--- src/rtl/commit_monitor.sv ---
// commit_monitor: watches the retire stream of the single-cycle core.
// It counts retired instructions and elapsed cycles, and it flags PCs that
// are misaligned or that do not match the reset vector. The run ends when the
// core sits on one PC (HALTED) or when a cycle budget expires (TIMEOUT).
//
// Handshake: i_insn_vld is a plain qualifier with no ready/backpressure.
// The block samples i_pc_debug on every rising edge where i_insn_vld=1, and
// it can never stall the core.
//
// o_state is the FSM state register, brought out directly for debug and
// checker binding. Every output comes from a register. o_done is decoded from
// that state register only.
module commit_monitor #(
  parameter logic [31:0] PC_RESET    = 32'h0000_0000,
  parameter int unsigned HALT_REPEAT = 4,
  parameter int unsigned TIMEOUT_CYC = 5000,
  parameter int unsigned CNT_W       = 32
) (
  input  logic             i_clk,
  input  logic             i_rst,
  input  logic             i_clr,
  input  logic [31:0]      i_pc_debug,
  input  logic             i_insn_vld,
  output logic [1:0]       o_state,
  output logic [CNT_W-1:0] o_insn_cnt,
  output logic [CNT_W-1:0] o_cycle_cnt,
  output logic [31:0]      o_last_pc,
  output logic             o_pc_err,
  output logic             o_done
);

  // rep holds the number of consecutive commits at the same PC.
  // It never exceeds HALT_REPEAT.
  localparam int unsigned REP_W = $clog2(HALT_REPEAT + 1);

  localparam logic [CNT_W-1:0] CNT_MAX  = {CNT_W{1'b1}};
  localparam logic [CNT_W-1:0] CNT_ONE  = CNT_W'(1);
  localparam logic [CNT_W-1:0] TMO_LAST = CNT_W'(TIMEOUT_CYC - 1);
  localparam logic [REP_W-1:0] REP_ONE  = REP_W'(1);
  localparam logic [REP_W-1:0] REP_HALT = REP_W'(HALT_REPEAT);

  typedef enum logic [1:0] {
    ST_IDLE    = 2'b00,
    ST_RUN     = 2'b01,
    ST_HALTED  = 2'b10,
    ST_TIMEOUT = 2'b11
  } state_e;

  state_e           state_q, state_d;
  logic [CNT_W-1:0] insn_cnt_q, insn_cnt_d;
  logic [CNT_W-1:0] cycle_cnt_q, cycle_cnt_d;
  logic [31:0]      last_pc_q, last_pc_d;
  logic             pc_err_q, pc_err_d;
  logic [REP_W-1:0] rep_q, rep_d;

  logic             live;
  logic             misaligned;

  // A run is live while counting in IDLE or RUN.
  // HALTED and TIMEOUT hold every register until clear or reset.
  assign live       = (state_q == ST_IDLE) || (state_q == ST_RUN);
  assign misaligned = (i_pc_debug[1:0] != 2'b00);

  // Next-state, counter, and flag update.
  // Clear has top priority. Within a live run, a halt beats a timeout.
  always_comb begin
    state_d     = state_q;
    insn_cnt_d  = insn_cnt_q;
    cycle_cnt_d = cycle_cnt_q;
    last_pc_d   = last_pc_q;
    pc_err_d    = pc_err_q;
    rep_d       = rep_q;

    if (i_clr) begin
      state_d     = ST_IDLE;
      insn_cnt_d  = '0;
      cycle_cnt_d = '0;
      last_pc_d   = '0;
      pc_err_d    = 1'b0;
      rep_d       = '0;
    end else if (live) begin
      if (cycle_cnt_q != CNT_MAX) begin
        cycle_cnt_d = cycle_cnt_q + CNT_ONE;
      end

      if (i_insn_vld) begin
        last_pc_d = i_pc_debug;
        if (misaligned) begin
          pc_err_d = 1'b1;
        end
        if (state_q == ST_IDLE) begin
          // The first commit of a run must land on the reset vector.
          insn_cnt_d = CNT_ONE;
          rep_d      = REP_ONE;
          state_d    = ST_RUN;
          if (i_pc_debug != PC_RESET) begin
            pc_err_d = 1'b1;
          end
        end else begin
          if (insn_cnt_q != CNT_MAX) begin
            insn_cnt_d = insn_cnt_q + CNT_ONE;
          end
          // Bubbles leave rep alone. Only a commit at a different PC resets it.
          rep_d = (i_pc_debug == last_pc_q) ? (rep_q + REP_ONE) : REP_ONE;
        end
      end

      // rep_d reaches HALT_REPEAT only through a RUN-state commit,
      // because HALT_REPEAT >= 2.
      if (rep_d == REP_HALT) begin
        state_d = ST_HALTED;
      end else if (cycle_cnt_q == TMO_LAST) begin
        state_d = ST_TIMEOUT;
      end
    end
  end

  // State and datapath registers. Reset is asynchronous and active-low.
  always_ff @(posedge i_clk or negedge i_rst) begin
    if (!i_rst) begin
      state_q     <= ST_IDLE;
      insn_cnt_q  <= '0;
      cycle_cnt_q <= '0;
      last_pc_q   <= '0;
      pc_err_q    <= 1'b0;
      rep_q       <= '0;
    end else begin
      state_q     <= state_d;
      insn_cnt_q  <= insn_cnt_d;
      cycle_cnt_q <= cycle_cnt_d;
      last_pc_q   <= last_pc_d;
      pc_err_q    <= pc_err_d;
      rep_q       <= rep_d;
    end
  end

  assign o_state     = state_q;
  assign o_insn_cnt  = insn_cnt_q;
  assign o_cycle_cnt = cycle_cnt_q;
  assign o_last_pc   = last_pc_q;
  assign o_pc_err    = pc_err_q;
  assign o_done      = (state_q == ST_HALTED) || (state_q == ST_TIMEOUT);

endmodule

--- config.mk ---
export PLATFORM = sky130hd
export DESIGN_NAME = commit_monitor
export DESIGN_NICKNAME = d
export VERILOG_FILES = /design/src/rtl/commit_monitor.sv
export SDC_FILE = /design/constraint.sdc
export NUM_CORES = 1
export LEC_CHECK = 0
export CORE_AREA = 3 3 140 142
export CTS_BUF_LIST = sky130_fd_sc_hd__clkbuf_4
export DETAILED_ROUTE_END_ITERATION = 12
export DIE_AREA = 0 0 143 145
export PLACE_DENSITY = 0.51
export SETUP_SLACK_MARGIN = 0.3
export SLEW_MARGIN = 10
export SYNTH_ARGS = -nofsm -noshare
export SYNTH_HDL_FRONTEND = slang
export SYNTH_SLANG_ARGS = --single-unit
--- constraint.sdc ---
create_clock -name i_clk -period 3.7 [get_ports i_clk]
set_input_delay 0.74 -clock i_clk [delete_from_list [all_inputs] [get_ports i_clk]]
set_output_delay 0.74 -clock i_clk [all_outputs]
set_load 0.005 [all_outputs]
==> results.sh, run 1 <==
export IMPL_p_per_area_nw_per_um2=290
export IMPL_status="finished clean"
export IMPL_worstSetupStartpointType="input pin"
export IMPL_post_route_period_util_pct=74.1
export IMPL_antenna_found_initial=1
export IMPL_fin_cells=941
export IMPL_routabilityCongestion=0.786
export IMPL_fin_skew_ns=0.0202
export IMPL_nets=739
export IMPL_grt_max_degree=55
export IMPL_clk_path_buf_depth=2
export IMPL_netlist_instances=569
export IMPL_netlist_area_um2=5530
export IMPL_finalCriticalPeriod_ns=2.74
export IMPL_cts_hold_buf=0
export IMPL_vias_per_cell=5.29
export IMPL_io_pins=136
export IMPL_ys_flop_type="dfrtp_1"
export IMPL_max_vdd_ir_drop_v=0.000134
export IMPL_drt_first_iter_violations=362
export IMPL_wl_per_cell_um=17.6
export IMPL_report_final_slew_viol_count=0
export IMPL_worst_slew_pin_slew_ns=0.688
export IMPL_ys_seq_area_share_pct=46.2
export IMPL_grt_pass1_vias=4866
export IMPL_clock_fmax_mhz=365
export IMPL_hold_viol=0
export IMPL_async_flop_share_pct=100
export IMPL_ant_nets=0
export IMPL_cts_root_buf="clkbuf_4"
export IMPL_routed_wl_um=16500
export IMPL_cp_data_arrival_time_ns=3.14
export IMPL_hold_path_class="input pin to async pin"
export IMPL_cts_made_buffers=9
export IMPL_post_route_cell_area_um2=7300
export IMPL_drt_pass1_iter_count=4
export IMPL_worst_path_max_fanout=4
export IMPL_crit_path_end_kind="register"
export IMPL_clock_latency_ns=0.48
export IMPL_clk_pin_slew_ns=0.17
export IMPL_fp_dieW_um=143
export IMPL_dp_cells=923
export IMPL_critical_path_required_ns=4.10
export IMPL_postCtsSetupBuffers=0
export IMPL_vias=4977
export IMPL_setup_tns_final_ns=0
export IMPL_postPlaceCellArea_um2=7140
export IMPL_ys_ff_latch=102
export IMPL_maxCapViolations=0
export IMPL_ys_warn_count=0
export IMPL_whs_ns=0.247
export IMPL_place_hpwl_um=12100
export IMPL_cts_tree="done"
export IMPL_preCtsSetupSlack_ns=0.424
export IMPL_rsz0062_at_grt="false"
export IMPL_row_count=50
export IMPL_p_leak_nw=2.75
export IMPL_syn_avg_cell_area_um2=9.71
export IMPL_worst_slack_ns=0.957
export IMPL_dieArea_um2=20700
export IMPL_criticalPathCategory="input pin to register"
export IMPL_syn_num_nets=608
export IMPL_grtUsageTotal_pct=16.1
export IMPL_gr_total_overflow=0
export IMPL_htree_levels=3
export IMPL_cts_sinks=102
export IMPL_coreArea_um2=18600
export IMPL_start_util_pct=29.7
export IMPL_grt_pass1_wl_um=26800
export IMPL_ys_types=58
export IMPL_max_slew_margin_pct=54.2
export IMPL_p_total_mw=2.11
export IMPL_finalSetupViolations=0
export IMPL_die_y_um=145
export IMPL_cts_resized=0
export IMPL_synth_edf_count=0
export IMPL_drcViolationCount=0
export IMPL_syn_to_final_growth_pct=32.1
export IMPL_final_util_pct=39.3
export IMPL_io_buffers=135
export IMPL_drive_gt1_share_pct=6.38
-- power breakdown --
group          leakage (nW)  switching, mW  internal [mW]
registers              1.39         0.0314           1.14
clock network        0.0810          0.401          0.270
logic                  1.27          0.138          0.133
total                  2.75          0.570           1.54
-- layer usage --
metal	track usage [%]	part of all wire, %	vias to the layer above
li1	-	-	2367
met1	22.6	46	2454
met2	25.0	47	140
met3	3.30	5.5	16
met4	4.56	1.5	0
met5	0	0	-
-- registers in the layout (all words and copies together) (netlist names) --
register,flops
o_insn_cnt,32
o_pc_err,1
rep_q,3
o_cycle_cnt,32
o_state,2
o_last_pc,32
-- cell usage after synthesis, types with 3 or more instances --
cell	count	share of area, %
dfrtp_1	102	46
nor2_1	66	4.5
xnor2_1	50	7.9
a22o_1	31	4.9
xor2_1	30	4.8
nor3_1	29	2.6
nand2_1	27	1.8
nand4_1	25	2.8
nor4_1	25	2.8
nand3_1	23	2.1
clkbuf_1	20	1.4
a21oi_1	19	1.7
o21ai_0	15	1.4
inv_1	10	0.68
or3_1	10	1.1
nor4b_1	9	1.4
o211ai_1	7	0.95
and3_1	6	0.68
or2_2	6	0.68
and4_1	4	0.63
a31oi_1	3	0.34
and2_1	3	0.34
buf_4	3	0.41
ha_1	3	0.68
nor3b_1	3	0.41
or4_1	3	0.41
-- final timing paths --
kind                                start         endpoint  slack [ns]  depth (start not counted)
max                        i_pc_debug[16]       o_state[0]        0.96                          7
max in group asynchronous           i_rst    o_last_pc[10]        2.71                          2
min in group i_clk               o_pc_err         o_pc_err        0.52                          2
min reg2reg                      o_pc_err         o_pc_err        0.52                          2
max reg2reg                 o_last_pc[16]       o_state[0]        1.28                          6
min                                 i_rst  o_cycle_cnt[30]        0.25                          1
-- worst max-delay path, cell delays in order --
cell	delay, ns
clkdlybuf4s50_1	0.48
xor2_1	0.20
or4_1	0.56
or4_4	0.55
nor4_4	0.23
a21oi_2	0.09
o311a_1	0.29
-- cells by family after synthesis --
| family | share of synthesized area (%) |
|---|---|
| AND/OR/NAND/NOR | 25.4 |
| buffers and inverters | 2.85 |
| adder cells (fa/ha/maj) | 0.679 |
| AO/OA/AOI/OAI | 12.0 |
| flip-flops | 46.2 |
| XOR/XNOR | 12.7 |
| multiplexers | 0.204 |
-- layout make-up --
| cell class | count | area [um2] |
|---|---|---|
| Fill cell | 1849 | 11300 |
| Tap cell | 234 | 293 |
| Sequential cell | 102 | 2550 |
| Inverter | 10 | 37.5 |
| Timing Repair Buffer | 145 | 1440 |
| Clock inverter | 7 | 88.8 |
| Multi-Input combinational cell | 432 | 2820 |
| Clock buffer | 9 | 67.6 |
| Antenna cell | 2 | 5.00 |
-- placed cells by master (no fill, tap or decap), types with 7 or more instances in the layout --
master	Yosys	routed
a22o_1	31	31
or3_1	10	10
a21oi_1	19	19
o21ai_0	15	15
nand3_1	23	23
o211ai_1	7	7
clkbuf_4	0	9
nor3_1	29	29
nor2_1	66	64
nor4_1	25	25
nor4b_1	9	9
xor2_1	30	30
buf_4	3	10
clkdlybuf4s50_1	0	134
xnor2_1	50	50
nand2_1	27	27
inv_1	10	10
dfrtp_1	102	102
nand4_1	25	25
(Power assumes the default switching activity.)
==> run 2: changes to the inputs <==
==> constraint.sdc (replaced) <==
create_clock -name i_clk -period 2.6 [get_ports i_clk]
set_input_delay 0.52 -clock i_clk [delete_from_list [all_inputs] [get_ports i_clk]]
set_output_delay 0.52 -clock i_clk [all_outputs]
set_load 0.005 [all_outputs]
==> run 2 against run 1 <==
  * Critical path depth decreased by 1
  * Register-to-register slack lost 0.99 ns
  * First-iteration DRC count decreased by 35%
  * Via count rose by 4.4%
  * Count of clock-buffer cells in the layout stayed put
  * Highest routed layer unchanged
==> results.sh, run 2 (synthesis results as in run 1) <==
export IMPL_cp_data_arrival_time_ns=2.69
export IMPL_p_per_area_nw_per_um2=380
export IMPL_worst_slew_pin_slew_ns=0.682
export IMPL_htree_levels=3
export IMPL_crit_path_end_kind="register"
export IMPL_io_pins=136
export IMPL_final_util_pct=41.9
export IMPL_worst_path_max_fanout=3
export IMPL_clk_pin_slew_ns=0.18
export IMPL_row_count=50
export IMPL_report_final_slew_viol_count=0
export IMPL_criticalPathCategory="register to register"
export IMPL_hold_viol=0
export IMPL_cts_root_buf="clkbuf_4"
export IMPL_drcViolationCount=0
export IMPL_ant_nets=0
export IMPL_critical_path_required_ns=2.98
export IMPL_clock_latency_ns=0.49
export IMPL_postPlaceCellArea_um2=7480
export IMPL_finalSetupViolations=0
export IMPL_dieArea_um2=20700
export IMPL_grt_max_degree=51
export IMPL_cts_made_buffers=9
export IMPL_fp_dieW_um=143
export IMPL_maxCapViolations=0
export IMPL_routed_wl_um=17500
export IMPL_drive_gt1_share_pct=15.7
export IMPL_routabilityCongestion=0.818
export IMPL_grt_pass1_wl_um=28400
export IMPL_die_y_um=145
export IMPL_status="finished clean"
export IMPL_max_slew_margin_pct=54.5
export IMPL_clock_fmax_mhz=433
export IMPL_grt_pass1_vias=5353
export IMPL_syn_to_final_growth_pct=40.9
export IMPL_final_cell_mix="clkdlybuf4s50_1 (131), dfrtp_1 (90), buf_4 (66)"
export IMPL_coreArea_um2=18600
export IMPL_wl_per_cell_um=17.5
export IMPL_antenna_found_initial=1
export IMPL_clk_path_buf_depth=2
export IMPL_post_route_cell_area_um2=7780
export IMPL_fill_cells=1852
export IMPL_finalCriticalPeriod_ns=2.31
export IMPL_post_route_period_util_pct=88.8
export IMPL_gr_total_overflow=0
export IMPL_cts_tree="done"
export IMPL_hold_path_class="input pin to async pin"
export IMPL_rsz0062_at_grt="true"
export IMPL_final_common_cell="clkdlybuf4s50_1"
export IMPL_io_buffers=135
export IMPL_nets=797
export IMPL_grtUsageTotal_pct=16.9
export IMPL_whs_ns=0.0366
export IMPL_max_vdd_ir_drop_v=0.000163
export IMPL_fin_skew_ns=0.0319
export IMPL_vias=5198
export IMPL_drt_pass1_iter_count=4
export IMPL_start_util_pct=29.7
export IMPL_p_leak_nw=3.07
export IMPL_vias_per_cell=5.21
export IMPL_worstSetupStartpointType="register"
export IMPL_place_hpwl_um=12700
export IMPL_cts_sinks=102
export IMPL_drt_first_iter_violations=237
[run 2: changes by cell type in the layout (fill, tap and decap cells not counted), sizes merged]
cell           delta
buf              +58
bufinv            -1
dlygate4sd2       +3
diode             -1
inv               +1
clkdlybuf4s50     -3
[run 2: path summary, 6_finish.rpt]
path | slack [ns] | start | cells after the start | to
min in group i_clk | 0.52 | o_pc_err | 2 | o_pc_err
worst min register to register | 0.52 | o_pc_err | 2 | o_pc_err
worst max register to register | 0.29 | o_last_pc[12] | 6 | o_state[0]
max in group asynchronous | 1.83 | i_rst | 2 | o_insn_cnt[4]
worst max-delay path | 0.29 | o_last_pc[12] | 6 | o_state[0]
worst min-delay path | 0.04 | i_rst | 1 | o_cycle_cnt[31]
[run 2: stage by stage]
stage          setup slack, ns  instances  total power, mW  setup TNS (ns)
2_1_floorplan            0.213        569             1.84               0
3_3_place_gp            -0.370        969             2.13           -1.27
3_5_place_dp            -0.416        969             2.14           -1.42
4_1_cts                  0.228        990             3.00               0
5_1_grt                  0.213        998             3.10               0
6_report                 0.290        998             2.96               0
[run 2: metal layers]
| layer | wire (um) | track usage, % | vias up |
|---|---|---|---|
| li1 | - | - | 2456 |
| met1 | 7960 | 23.2 | 2584 |
| met2 | 8270 | 26.6 | 136 |
| met3 | 960 | 3.59 | 22 |
| met4 | 304 | 5.32 | 0 |
| met5 | 0 | 0 | - |
[run 2: power breakdown]
group | total, mW | internal, mW | switching [mW]
clock | 0.854 | 0.288 | 0.566
sequential | 1.67 | 1.62 | 0.0442
combinational | 0.438 | 0.231 | 0.207
total | 2.96 | 2.14 | 0.817
[run 2: cell type report]
class                      instances  area [um2]  area share (%)
antenna                            1        2.50          0.0322
clock inverter                     7        63.8           0.820
tap                              234         293            3.76
sequential                       102        2570            33.0
inverter                          10        37.5           0.482
clock buffer                       9        67.6           0.868
timing repair buffer             203        1870            24.0
multi-input combinational        432        2880            37.0
[run 2: repair_timing]
action	4_1_cts	5_1_grt
setup buffers	5	6
hold buffers	0	0
gates resized for setup	6	21
cloned	0	1
pin swaps	5	7
setup endpoints to repair	10	47
endpoints found under the hold margin	0	0
[run 2: worst max-delay path: stages, from the launching register on]
cell and delay (ns):
dfrtp_1 0.44, xor2_2 0.16, or4_4 0.54, or4_4 0.44
nor4_4 0.22, a21oi_2 0.11, o311a_1 0.30
==> run 3: changes to the inputs <==
--- a/config.mk
+++ b/config.mk
@@ -5,13 +5,14 @@
 export SDC_FILE = /design/constraint.sdc
 export NUM_CORES = 1
 export LEC_CHECK = 0
-export CORE_AREA = 3 3 140 142
+export CORE_AREA = 3 3 119 167
 export CTS_BUF_LIST = sky130_fd_sc_hd__clkbuf_4
 export DETAILED_ROUTE_END_ITERATION = 12
-export DIE_AREA = 0 0 143 145
+export DIE_AREA = 0 0 122 170
 export PLACE_DENSITY = 0.51
 export SETUP_SLACK_MARGIN = 0.3
 export SLEW_MARGIN = 10
 export SYNTH_ARGS = -nofsm -noshare
 export SYNTH_HDL_FRONTEND = slang
 export SYNTH_SLANG_ARGS = --single-unit
+export TNS_END_PERCENT = 1
==> run 3 against run 2 <==
  * Combinational power about the same
  * Final area decreased by 1.7%
  * Critical path type is now input pin to register
  * Highest routed layer unchanged
  * Largest power group unchanged
  * Global-route usage is 0.25 points higher
  * Critical path depth increased by 1
  * First-iteration DRC count is 35% higher
  * Critical endpoint unchanged
==> results.sh, run 3 (synthesis results as in run 1) <==
export IMPL_cts_tree="done"
export IMPL_cts_made_buffers=9
export IMPL_clk_path_buf_depth=2
export IMPL_critical_path_required_ns=2.99
export IMPL_dp_cells=977
export IMPL_post_route_cell_area_um2=7650
export IMPL_antenna_found_initial=1
export IMPL_routed_wl_um=17200
export IMPL_status="finished clean"
export IMPL_vias=5144
export IMPL_cts_sinks=102
export IMPL_finalCriticalPeriod_ns=2.50
export IMPL_row_count=59
export IMPL_final_common_cell="clkdlybuf4s50_1"
export IMPL_rsz0062_at_grt="true"
export IMPL_max_vdd_ir_drop_v=0.000179
export IMPL_crit_buf_inv=1
export IMPL_io_buffers=135
export IMPL_vias_per_cell=5.16
export IMPL_final_cell_mix="clkdlybuf4s50_1 (134), dfrtp_1 (100), nor2_1 (64)"
export IMPL_wl_per_cell_um=17.3
export IMPL_worst_path_max_fanout=4
export IMPL_whs_ns=0.484
export IMPL_post_route_period_util_pct=96.0
export IMPL_grt_max_degree=43
export IMPL_report_final_slew_viol_count=0
export IMPL_path_cells="clkdlybuf4s50_1 > xor2_1 > or4_1 > or4_4 > nor4_4 > a21oi_2 > o311a_1"
export IMPL_grtUsageTotal_pct=17.1
export IMPL_p_per_area_nw_per_um2=380
export IMPL_crit_path_end_kind="register"
export IMPL_max_slew_margin_pct=37.4
export IMPL_htree_levels=3
export IMPL_worst_slack_ns=0.104
export IMPL_drive_gt1_share_pct=12.6
export IMPL_fin_skew_ns=0.0241
export IMPL_crit_family="simple AND/OR/NAND/NOR gates"
export IMPL_fin_cells=996
export IMPL_nets=785
export IMPL_io_pins=136
export IMPL_hold_path_class="input pin to async pin"
export IMPL_grt_pass1_wl_um=28300
export IMPL_worstSetupStartpointType="input pin"
export IMPL_gr_total_overflow=0
export IMPL_drcViolationCount=0
export IMPL_die_y_um=170
export IMPL_dieArea_um2=20700
export IMPL_crit_path_max_incr_delay_ns=0.56
export IMPL_hold_viol=0
export IMPL_start_util_pct=29.8
export IMPL_ant_nets=0
export IMPL_syn_to_final_growth_pct=38.4
export IMPL_clk_pin_slew_ns=0.18
export IMPL_worst_slew_pin_slew_ns=0.938
export IMPL_clock_fmax_mhz=401
export IMPL_fp_dieW_um=122
export IMPL_criticalPathCategory="input pin to register"
export IMPL_preCtsSetupSlack_ns=-0.419
export IMPL_coreArea_um2=18500
export IMPL_final_util_pct=41.3
export IMPL_place_hpwl_um=13100
export IMPL_worst_path_max_delay_cell="or4_1"
export IMPL_finalSetupViolations=0
export IMPL_maxCapViolations=0
export IMPL_p_leak_nw=2.95
export IMPL_drt_pass1_iter_count=4
export IMPL_routabilityCongestion=0.839
export IMPL_clock_latency_ns=0.48
export IMPL_postPlaceCellArea_um2=7490
export IMPL_cts_root_buf="clkbuf_4"
export IMPL_cp_data_arrival_time_ns=2.88
export IMPL_grt_pass1_vias=5274
export IMPL_drt_first_iter_violations=321
[run 3: changes by cell type in the layout (fill, tap and decap cells not counted), moves of 2 or more]
| cell | before | now |
|---|---|---|
| buf_4 | 66 | 54 |
| clkdlybuf4s50_1 | 131 | 134 |
| clkinv_1 | 2 | 0 |
| clkinvlp_4 | 1 | 3 |
| dfrtp_1 | 90 | 100 |
| dfrtp_2 | 12 | 2 |
| dlygate4sd2_1 | 3 | 0 |
[run 3: metal layers]
metal  vias to the layer above  part of all wire (%)  track usage [%]
li1                       2442                     -                -
met1                      2535                    42             21.7
met2                       140                    51             29.2
met3                        27                   4.1             2.73
met4                         0                   2.7             6.78
met5                         -                     0                0
[run 3: final cells by class]
type	count	area [um2]
clock inverters	7	56.3
diodes	1	2.50
fillers	1850	10900
well taps	244	305
flip-flops and latches	102	2550
inverters	10	37.5
clock buffers	9	67.6
repair buffers	191	1800
multi-input cells	432	2830
[run 3: metrics by stage]
| step | total power [mW] | TNS, ns |
|---|---|---|
| after global placement | 2.14 | -1.11 |
| final | 2.90 | 0 |
| after global routing | 3.06 | 0 |
| after CTS | 2.96 | 0 |
| after detailed placement | 2.14 | -1.35 |
| after floorplan | 1.84 | 0 |
[run 3: final timing paths]
kind,start,cells after the start,slack [ns],end
min reg2reg,o_pc_err,2,0.52,o_pc_err
max reg2reg,o_cycle_cnt[0],6,0.18,o_cycle_cnt[24]
min,i_rst,2,0.48,o_cycle_cnt[3]
max in group asynchronous,i_rst,3,1.44,o_insn_cnt[12]
min in group i_clk,o_pc_err,2,0.52,o_pc_err
max,i_pc_debug[16],7,0.10,o_state[0]
[run 3: report_power, final]
| group | internal [mW] | switching (mW) | total [mW] |
|---|---|---|---|
| Clock | 0.208 | 0.588 | 0.796 |
| Combinational | 0.228 | 0.208 | 0.436 |
| Sequential | 1.62 | 0.0464 | 1.67 |
[run 3: worst reg2reg max path: stages, from the launching register on]
cell and delay, ns:
dfrtp_1 0.47, ha_1 0.22, nand4_1 0.28, a2111o_1 0.61, or4b_1 0.52, xor2_1 0.15, nor2_1 0.05
[run 3: timing repair]
| action | CTS | global route |
|---|---|---|
| resized for setup | 1 | 2 |
| gates cloned | 0 | 0 |
| setup endpoints to repair | 9 | 48 |
| hold buffers | 1 | 0 |
| pin swaps | 0 | 1 |
| endpoints found under the hold margin | 26 | 0 |
| setup buffers | 0 | 1 |
